## src/rtl/pc_fetch_unit_pkg.sv

```systemverilog
// Shared types and constants for the fetch program-counter stage.
// Holds the fetch state encoding, the default vectors and the INC alignment-mask helper.
package pc_fetch_unit_pkg;

    typedef enum logic [1:0] {
        ST_START  = 2'd0,
        ST_RUN    = 2'd1,
        ST_BUBBLE = 2'd2
    } fetch_state_t;

    localparam logic [31:0] DEF_RESET_VECTOR = 32'h0000_0000;
    localparam logic [31:0] DEF_EXC_VECTOR   = 32'h0000_0080;

    // Low-order bits that must be zero for an INC-aligned address (INC is a power of two).
    function automatic logic [31:0] inc_align_mask(input int unsigned inc);
        return 32'(inc - 1);
    endfunction

endpackage

```

## src/rtl/pc_fetch_unit_redirect_buffer.sv

```systemverilog
// Holds one branch/jump target that arrived while the pipeline was frozen.
// A newer load overwrites the stored target; clear wins over load.
module pc_redirect_buffer #(
    parameter int ADDR_W = 32
) (
    input  logic              clk,
    input  logic              reset,
    input  logic              load,
    input  logic              clear,
    input  logic [ADDR_W-1:0] load_target,
    output logic              pending,
    output logic [ADDR_W-1:0] target
);

    always_ff @(posedge clk or negedge reset) begin
        if (!reset) begin
            pending <= 1'b0;
            target  <= '0;
        end else if (clear) begin
            pending <= 1'b0;
        end else if (load) begin
            pending <= 1'b1;
            target  <= load_target;
        end
    end

endmodule

```

## src/rtl/pc_fetch_unit.sv

```systemverilog
// Fetch program counter: exception > redirect > buffered redirect > increment > hold,
// with post-redirect squash bubbles and an instruction-memory handshake.
//
// state     | meaning
// ----------|---------------------------------------------------------------
// ST_START  | first cycle after reset release, no fetch issued yet
// ST_RUN    | pc_out is a live fetch request
// ST_BUBBLE | squashing fetches after a redirect, bub_cnt counts down to RUN
module pc_fetch_unit
    import pc_fetch_unit_pkg::*;
#(
    parameter int                ADDR_W       = 32,
    parameter logic [ADDR_W-1:0] RESET_VECTOR = ADDR_W'(DEF_RESET_VECTOR),
    parameter logic [ADDR_W-1:0] EXC_VECTOR   = ADDR_W'(DEF_EXC_VECTOR),
    parameter int unsigned       INC          = 4,
    parameter int unsigned       BUBBLE       = 1
) (
    input  logic              clk,
    input  logic              reset,
    input  logic              pc_freeze,
    input  logic              exc_valid,
    input  logic              redirect_valid,
    input  logic [ADDR_W-1:0] redirect_target,
    input  logic              fetch_ready,
    output logic [ADDR_W-1:0] pc_out,
    output logic [ADDR_W-1:0] pc_plus_inc,
    output logic              fetch_valid,
    output logic              redirect_pending,
    output logic              misalign_err
);

    localparam logic [ADDR_W-1:0] ALIGN_MASK = ADDR_W'(inc_align_mask(INC));
    localparam logic [ADDR_W-1:0] INC_W      = ADDR_W'(INC);
    localparam logic [2:0]        BUBBLE_W   = 3'(BUBBLE);

    fetch_state_t      state;
    logic [2:0]        bub_cnt;
    logic [ADDR_W-1:0] pend_target;

    logic              active;
    logic              adv;
    logic              take_redirect;
    logic              take_pending;
    logic              do_jump;
    logic [ADDR_W-1:0] jump_target;
    logic              jump_misaligned;
    logic              apply;
    logic [ADDR_W-1:0] apply_pc;
    logic              buf_load;
    logic              buf_clear;

    assign pc_plus_inc = pc_out + INC_W;

    always_comb begin
        active          = (state != ST_START);
        adv             = fetch_valid & fetch_ready & ~pc_freeze;
        take_redirect   = redirect_valid & ~pc_freeze;
        take_pending    = ~redirect_valid & redirect_pending & ~pc_freeze;
        do_jump         = active & ~exc_valid & (take_redirect | take_pending);
        jump_target     = take_redirect ? redirect_target : pend_target;
        jump_misaligned = (INC > 1) && ((jump_target & ALIGN_MASK) != '0);
        apply           = active & (exc_valid | do_jump);
        // A misaligned target is steered to the exception vector.
        apply_pc        = (exc_valid | jump_misaligned) ? EXC_VECTOR : jump_target;
        buf_load        = active & ~exc_valid & redirect_valid & pc_freeze;
        buf_clear       = apply;
    end

    pc_redirect_buffer #(
        .ADDR_W (ADDR_W)
    ) u_redirect_buffer (
        .clk         (clk),
        .reset       (reset),
        .load        (buf_load),
        .clear       (buf_clear),
        .load_target (redirect_target),
        .pending     (redirect_pending),
        .target      (pend_target)
    );

    always_ff @(posedge clk or negedge reset) begin
        if (!reset) begin
            state        <= ST_START;
            pc_out       <= RESET_VECTOR;
            fetch_valid  <= 1'b0;
            misalign_err <= 1'b0;
            bub_cnt      <= '0;
        end else begin
            misalign_err <= do_jump & jump_misaligned;
            if (state == ST_START) begin
                state       <= ST_RUN;
                fetch_valid <= 1'b1;
            end else if (apply) begin
                pc_out <= apply_pc;
                if (BUBBLE == 0) begin
                    state       <= ST_RUN;
                    fetch_valid <= 1'b1;
                    bub_cnt     <= '0;
                end else begin
                    state       <= ST_BUBBLE;
                    fetch_valid <= 1'b0;
                    bub_cnt     <= BUBBLE_W;
                end
            end else begin
                if (adv) begin
                    pc_out <= pc_out + INC_W;
                end
                if (state == ST_BUBBLE) begin
                    if (bub_cnt <= 3'd1) begin
                        state       <= ST_RUN;
                        fetch_valid <= 1'b1;
                        bub_cnt     <= '0;
                    end else begin
                        bub_cnt <= bub_cnt - 3'd1;
                    end
                end
            end
        end
    end

endmodule

```

## config.mk

```make
export PLATFORM = sky130hd
export DESIGN_NAME = pc_fetch_unit
export DESIGN_NICKNAME = d
export VERILOG_FILES = /design/src/rtl/pc_fetch_unit_pkg.sv /design/src/rtl/pc_fetch_unit_redirect_buffer.sv /design/src/rtl/pc_fetch_unit.sv
export SDC_FILE = /design/constraint.sdc
export NUM_CORES = 1
export LEC_CHECK = 0
export CAP_MARGIN = 10
export CORE_UTILIZATION = 50
export CTS_BUF_LIST = sky130_fd_sc_hd__clkbuf_16
export DETAILED_ROUTE_END_ITERATION = 12
export PLACE_DENSITY = 0.79
export SYNTH_ARGS = -nofsm -noshare
export SYNTH_HDL_FRONTEND = slang
export SYNTH_SLANG_ARGS = --single-unit
```

## constraint.sdc

```tcl
create_clock -name clk -period 2.7 [get_ports clk]
set_clock_uncertainty 0.15 [all_clocks]
set_input_delay 0.54 -clock clk [delete_from_list [all_inputs] [get_ports clk]]
set_output_delay 0.54 -clock clk [all_outputs]
set_load 0.1 [all_outputs]
```

-- Word level (Yosys, flattened, before mapping)
Index checks and enable logic that the tools add are counted.
- bits in registers: 72
- bits in latches: 0
- memory bits (writable): 0
- bits in read-only memories: 0
- input port bits: 38
- memories: 0
- add/subtract/negate cells: 2
- $mul: 0
- divide/modulo/power cells: 0
- $lt $le $gt $ge: 1
- eq/ne operators: 1
- shift-type cells: 0
- mux-type cells: 17
- bitwise logic cells: 19
- reduce and logical (&&, ||, !) cells: 12
- operators with widths (cell ; number):
    32-bit 2-to-1 mux ; 4
    32-bit by 3-bit adder with 32-bit output (second input constant) ; 1
    32-bit nonzero test ; 1
    1-bit AND ; 11
    3-bit 2-to-1 mux ; 3
    2-bit 2-to-1 mux ; 4
    2-bit AND reduction ; 4
    2-bit nonzero test ; 4
    1-bit 2-to-1 mux ; 6
    3-bit nonzero test ; 2
    1-bit inverter ; 5
    3-bit by 1-bit <= comparator with 1-bit output (second input constant) ; 1
    1-bit OR ; 3
    3-bit by 1-bit subtractor with 3-bit output (second input constant) ; 1
    2-bit equality test (second input constant) ; 1
    2-bit logical NOT ; 1

-- Depth between registers and ports, before layout
- word-level depth: 9
- mapped depth: 8
- gate-level depth less buffers: 6

-- Hierarchy
Synthesis repeated with hierarchy kept, for this count alone.
- cells, all modules: 423
- area, all modules: 4479.3 um^2
- by module, submodules not included (module ; instances ; cells each ; area an instance (um^2)):
    pc_fetch_unit ; 1 ; 351 ; 3088.0
    pc_redirect_buffer ; 1 ; 72 ; 1391.3

-- Worst setup path after synthesis
Ideal clock, no wire load.
- kind: flip-flop to output port
- from: reg pc_out[2]
- to: out pc_plus_inc[30]
- arrival: 4.315 ns
- data required time: 2.010 ns
- path slack: -2.305 ns
- cell stages (with the launch flop): 6
- cells stage by stage: dfrtp_1 ha_1 nand3_2 nor4_4 nand2_1 o31ai_1
- longest elaborated chain between the ends: 1
- ends and longest elaborated chain (item ; RTL line ; RTL):
    start: declaration ; pc_fetch_unit.sv:25 ; output logic [ADDR_W-1:0] pc_out,
    start signal: assignment ; pc_fetch_unit.sv:94 ; pc_out <= apply_pc;
    start signal: assignment ; pc_fetch_unit.sv:106 ; pc_out <= pc_out + INC_W;
    32-bit by 3-bit adder with 32-bit output ; pc_fetch_unit.sv:52 ; assign pc_plus_inc = pc_out + INC_W;
    end: declaration ; pc_fetch_unit.sv:26 ; output logic [ADDR_W-1:0] pc_plus_inc,
Every way passes these cells.

-- Worst setup path in the final report
- from: reg pc_out[20]
- to: out pc_plus_inc[29]
The elaborated chain is that of the path after synthesis.

==> results.tsv <==
stage	metric	value	unit
clock_network	cts_buffer_depth	2	
finish	stdcell_count	737	
clock_network	htreeDepth	3	
finish	multiInputGateArea	3140	µm²
power	power-per-cell-area	1090	nW/µm²
route	routedWlPerCell	23.4	µm
route	first_pass_iters	6	
sta	max_freq	0.328	GHz
synthesis	synth_fa_ha_area_frac	0.00833	
synthesis	syn_inst	452	
sta	timing.hold.ws	0.358	ns
place	place_inst	670	
synthesis	yosysTopAreaCell	dfrtp_1	
synthesis	synth_top_area_share	0.400	
synthesis	synth_nets	493	
die	pin_count	105	
finish	drive_above_1_share	0.506	
power	leakage	3.22	nW
synthesis	yosys_most_used_dff	dfrtp_1	
sta	hold_viol_final	0	
finish	num-nets-final	665	
place	place.gp.congestion	0.926	
finish	final_cell_mix	buf_4, mux2_2, dfrtp_1	
finish	area_growth	67.5	%
power	clockPowerShare	0.182	
synthesis	synthTopCellsByArea	dfrtp_1, mux2_2, mux2i_1	
die	die_w	96.9	µm
synthesis	ys_ff_latch	72	
finish	num_antenna_cells	0	
power	pwr-share-seq	0.226	
finish	seqCellArea	1890	µm²
sta	timing.final.crit_share	1.13	
outcome	run_status	finished, violations left	
worst_setup_path	cp-end-kind	primary output	
worst_setup_path	worstSetupStartpointType	flop	
synthesis	synthArstFlopShare	1.00	
route	final_antenna_net_count	0	
finish	final_area	7550	µm²
synthesis	synth-simple-area-share	0.196	
synthesis	synth_top_family_by_area	simple AND/OR/NAND/NOR gates	
synthesis	synthMuxAreaShare	0.160	
power	swShare	0.497	
grt	antenna_found_initial	0	
route	drt-vias-per-instance	6.51	
run	max_cap_viol_count	0	
synthesis	syn-cell-area	4510	µm²
route	dr.first_iter.drc_count	573	
power	peakVddDrop	679	µV
sta	tightest_slew	0.840	ns
die	fp.dieH	96.9	µm
sta	slew_headroom	0.438	
finish	final_common_cell	buf_4	
synthesis	ys_seq_area_frac	0.400	
sta	setup_tns	-2.82	ns
grt	grt_max_degree	59	
worst_setup_path	cp.arrival	2.36	ns
synthesis	synth_xor_area_frac	0.0522	
die	start_util	0.517	
clock_network	cts-root-buf	clkbuf_16	
die	die_area	9390	µm²
die	core_region_area	8720	µm²
power	p_switching	4.08	mW
die	num_rows	34	
route	wirelength	17300	µm
synthesis	synth_edf_count	0	
clock_network	clkSinkCount	72	
place	hpwl	9910	µm
synthesis	synth_cell_types	59	
grt	grt_pass1_vias	4631	
worst_setup_path	crit_fanout	10	
route	drc	0	
sta	finalMaxSlewViolations	0	
sta	setup_viol	20	
route	vias	4795	
grt	overflow	0	
place	placed_area	6570	µm²
power	power.internal	4.13	mW
clock_network	cts_buffers	9	
outcome	violations	setup timing	
grt	grt_usage	0.340	
worst_hold_path	hp-class	flop to flop	
power	combPwrFrac	0.592	
synthesis	yosys_warnings	0	
clock_network	clk_pin_slew	0.06	ns
grt	grt_pass1_wl	25000	µm
synthesis	synth_compound_area_frac	0.140	
sta	post-route-min-period	3.05	ns
worst_hold_path	holdPathStages	1	
synthesis	syn_avg_cell_area	9.97	µm²
worst_setup_path	worstSetupPathType	flop to primary output	
worst_setup_path	required	2.01	ns
sta	rsz0062_at_grt	yes	
clock_network	cts_tree	built	
place	io_buffers	104	
finish	fillers	393	
sta	timing.final.ws_setup	-0.346	ns
worst_setup_path	reg2reg_depth	5	
finish	postLayoutCoreUtil	0.865	
clock_network	clk_latency	0.33	ns
[cells by family (layout without fill, tap and decap cells)]
kind of cell             after synthesis  count (layout)
buffers and inverters                 42             219
XOR/XNOR                              26              26
AO/OA/AOI/OAI                         89              89
multiplexers                          66              66
adder cells (fa/ha/maj)                3               3
flip-flops                            72              72
AND/OR/NAND/NOR                      154             154
[repair_timing]
action	CTS	global route
pin swaps	17	14
endpoints found under the hold margin	14	0
setup endpoints to repair	19	21
gates resized for setup	27	20
setup buffers	35	17
hold buffers	1	0
[critical path, stage by stage (launching register included)]
cell	delay (ns)
dfrtp_2	0.53
nand4_1	0.40
nor2_4	0.36
nand4_1	0.16
buf_4	0.18
xnor2_4	0.19
buf_12	0.20
[final timing paths]
| path | startpoint | endpoint | slack (ns) |
|---|---|---|---|
| min reg2reg | u_redirect_buffer.target[4] | u_redirect_buffer.target[4] | 0.36 |
| min in group asynchronous | reset | pc_out[30] | 0.53 |
| min | u_redirect_buffer.target[4] | u_redirect_buffer.target[4] | 0.36 |
| max | pc_out[20] | pc_plus_inc[29] | -0.35 |
| max in group asynchronous | reset | pc_out[5] | 1.19 |
| max reg2reg | state[0] | pc_out[7] | 0.34 |
[stage by stage]
step                      setup slack [ns]  power (mW)
after CTS                           -0.129        8.00
after floorplan                     -0.433        5.08
final                               -0.346        8.21
after detailed placement           -0.0324        6.40
after global routing                -0.465        8.42
after global placement              0.0444        6.30
[cells in the mapped netlist (11+ instances only)]
library cell and n:
mux2i_1 21, clkbuf_1 11, xor2_1 11, o21ai_0 14, nand2_1 35, mux2_2 44, xnor2_1 14, buf_2 16
nand3_1 18, dfrtp_1 72, nor3_1 19, nor2_1 26, a21oi_1 12
[power by group through the flow]
stage               Sequential, mW  Combinational, mW  Clock (mW)
CTS                           1.83               4.70        1.48
global placement              1.87               4.43           0
finish                        1.86               4.86        1.49
detailed placement            1.91               4.49           0
global route                  1.89               5.00        1.54
floorplan                     2.82               2.25           0
[registers in the layout, summed over array words and instances, names as in the netlist]
| signal | count |
|---|---|
| pc_out | 32 |
| u_redirect_buffer.target | 32 |
| bub_cnt | 3 |
| state | 2 |
| fetch_valid | 1 |
| misalign_err | 1 |
| u_redirect_buffer.pending | 1 |
[layer usage]
metal,part of all wire,vias up,GRT usage,wire length (µm)
met5,0,-,0,0
met4,0.066,0,0.163,1130
met3,0.11,117,0.0889,1890
met2,0.48,404,0.551,8200
met1,0.35,2264,0.421,6030
li1,-,2010,-,-
[area by class of cell]
cell class                 count  area share
clock buffer                   9      0.0298
clock inverter                 7      0.0181
inverter                      10     0.00497
multi-input combinational    338       0.416
sequential                    72       0.250
tap                          108      0.0179
timing repair buffer         193       0.263
(Power assumes the default switching activity.)
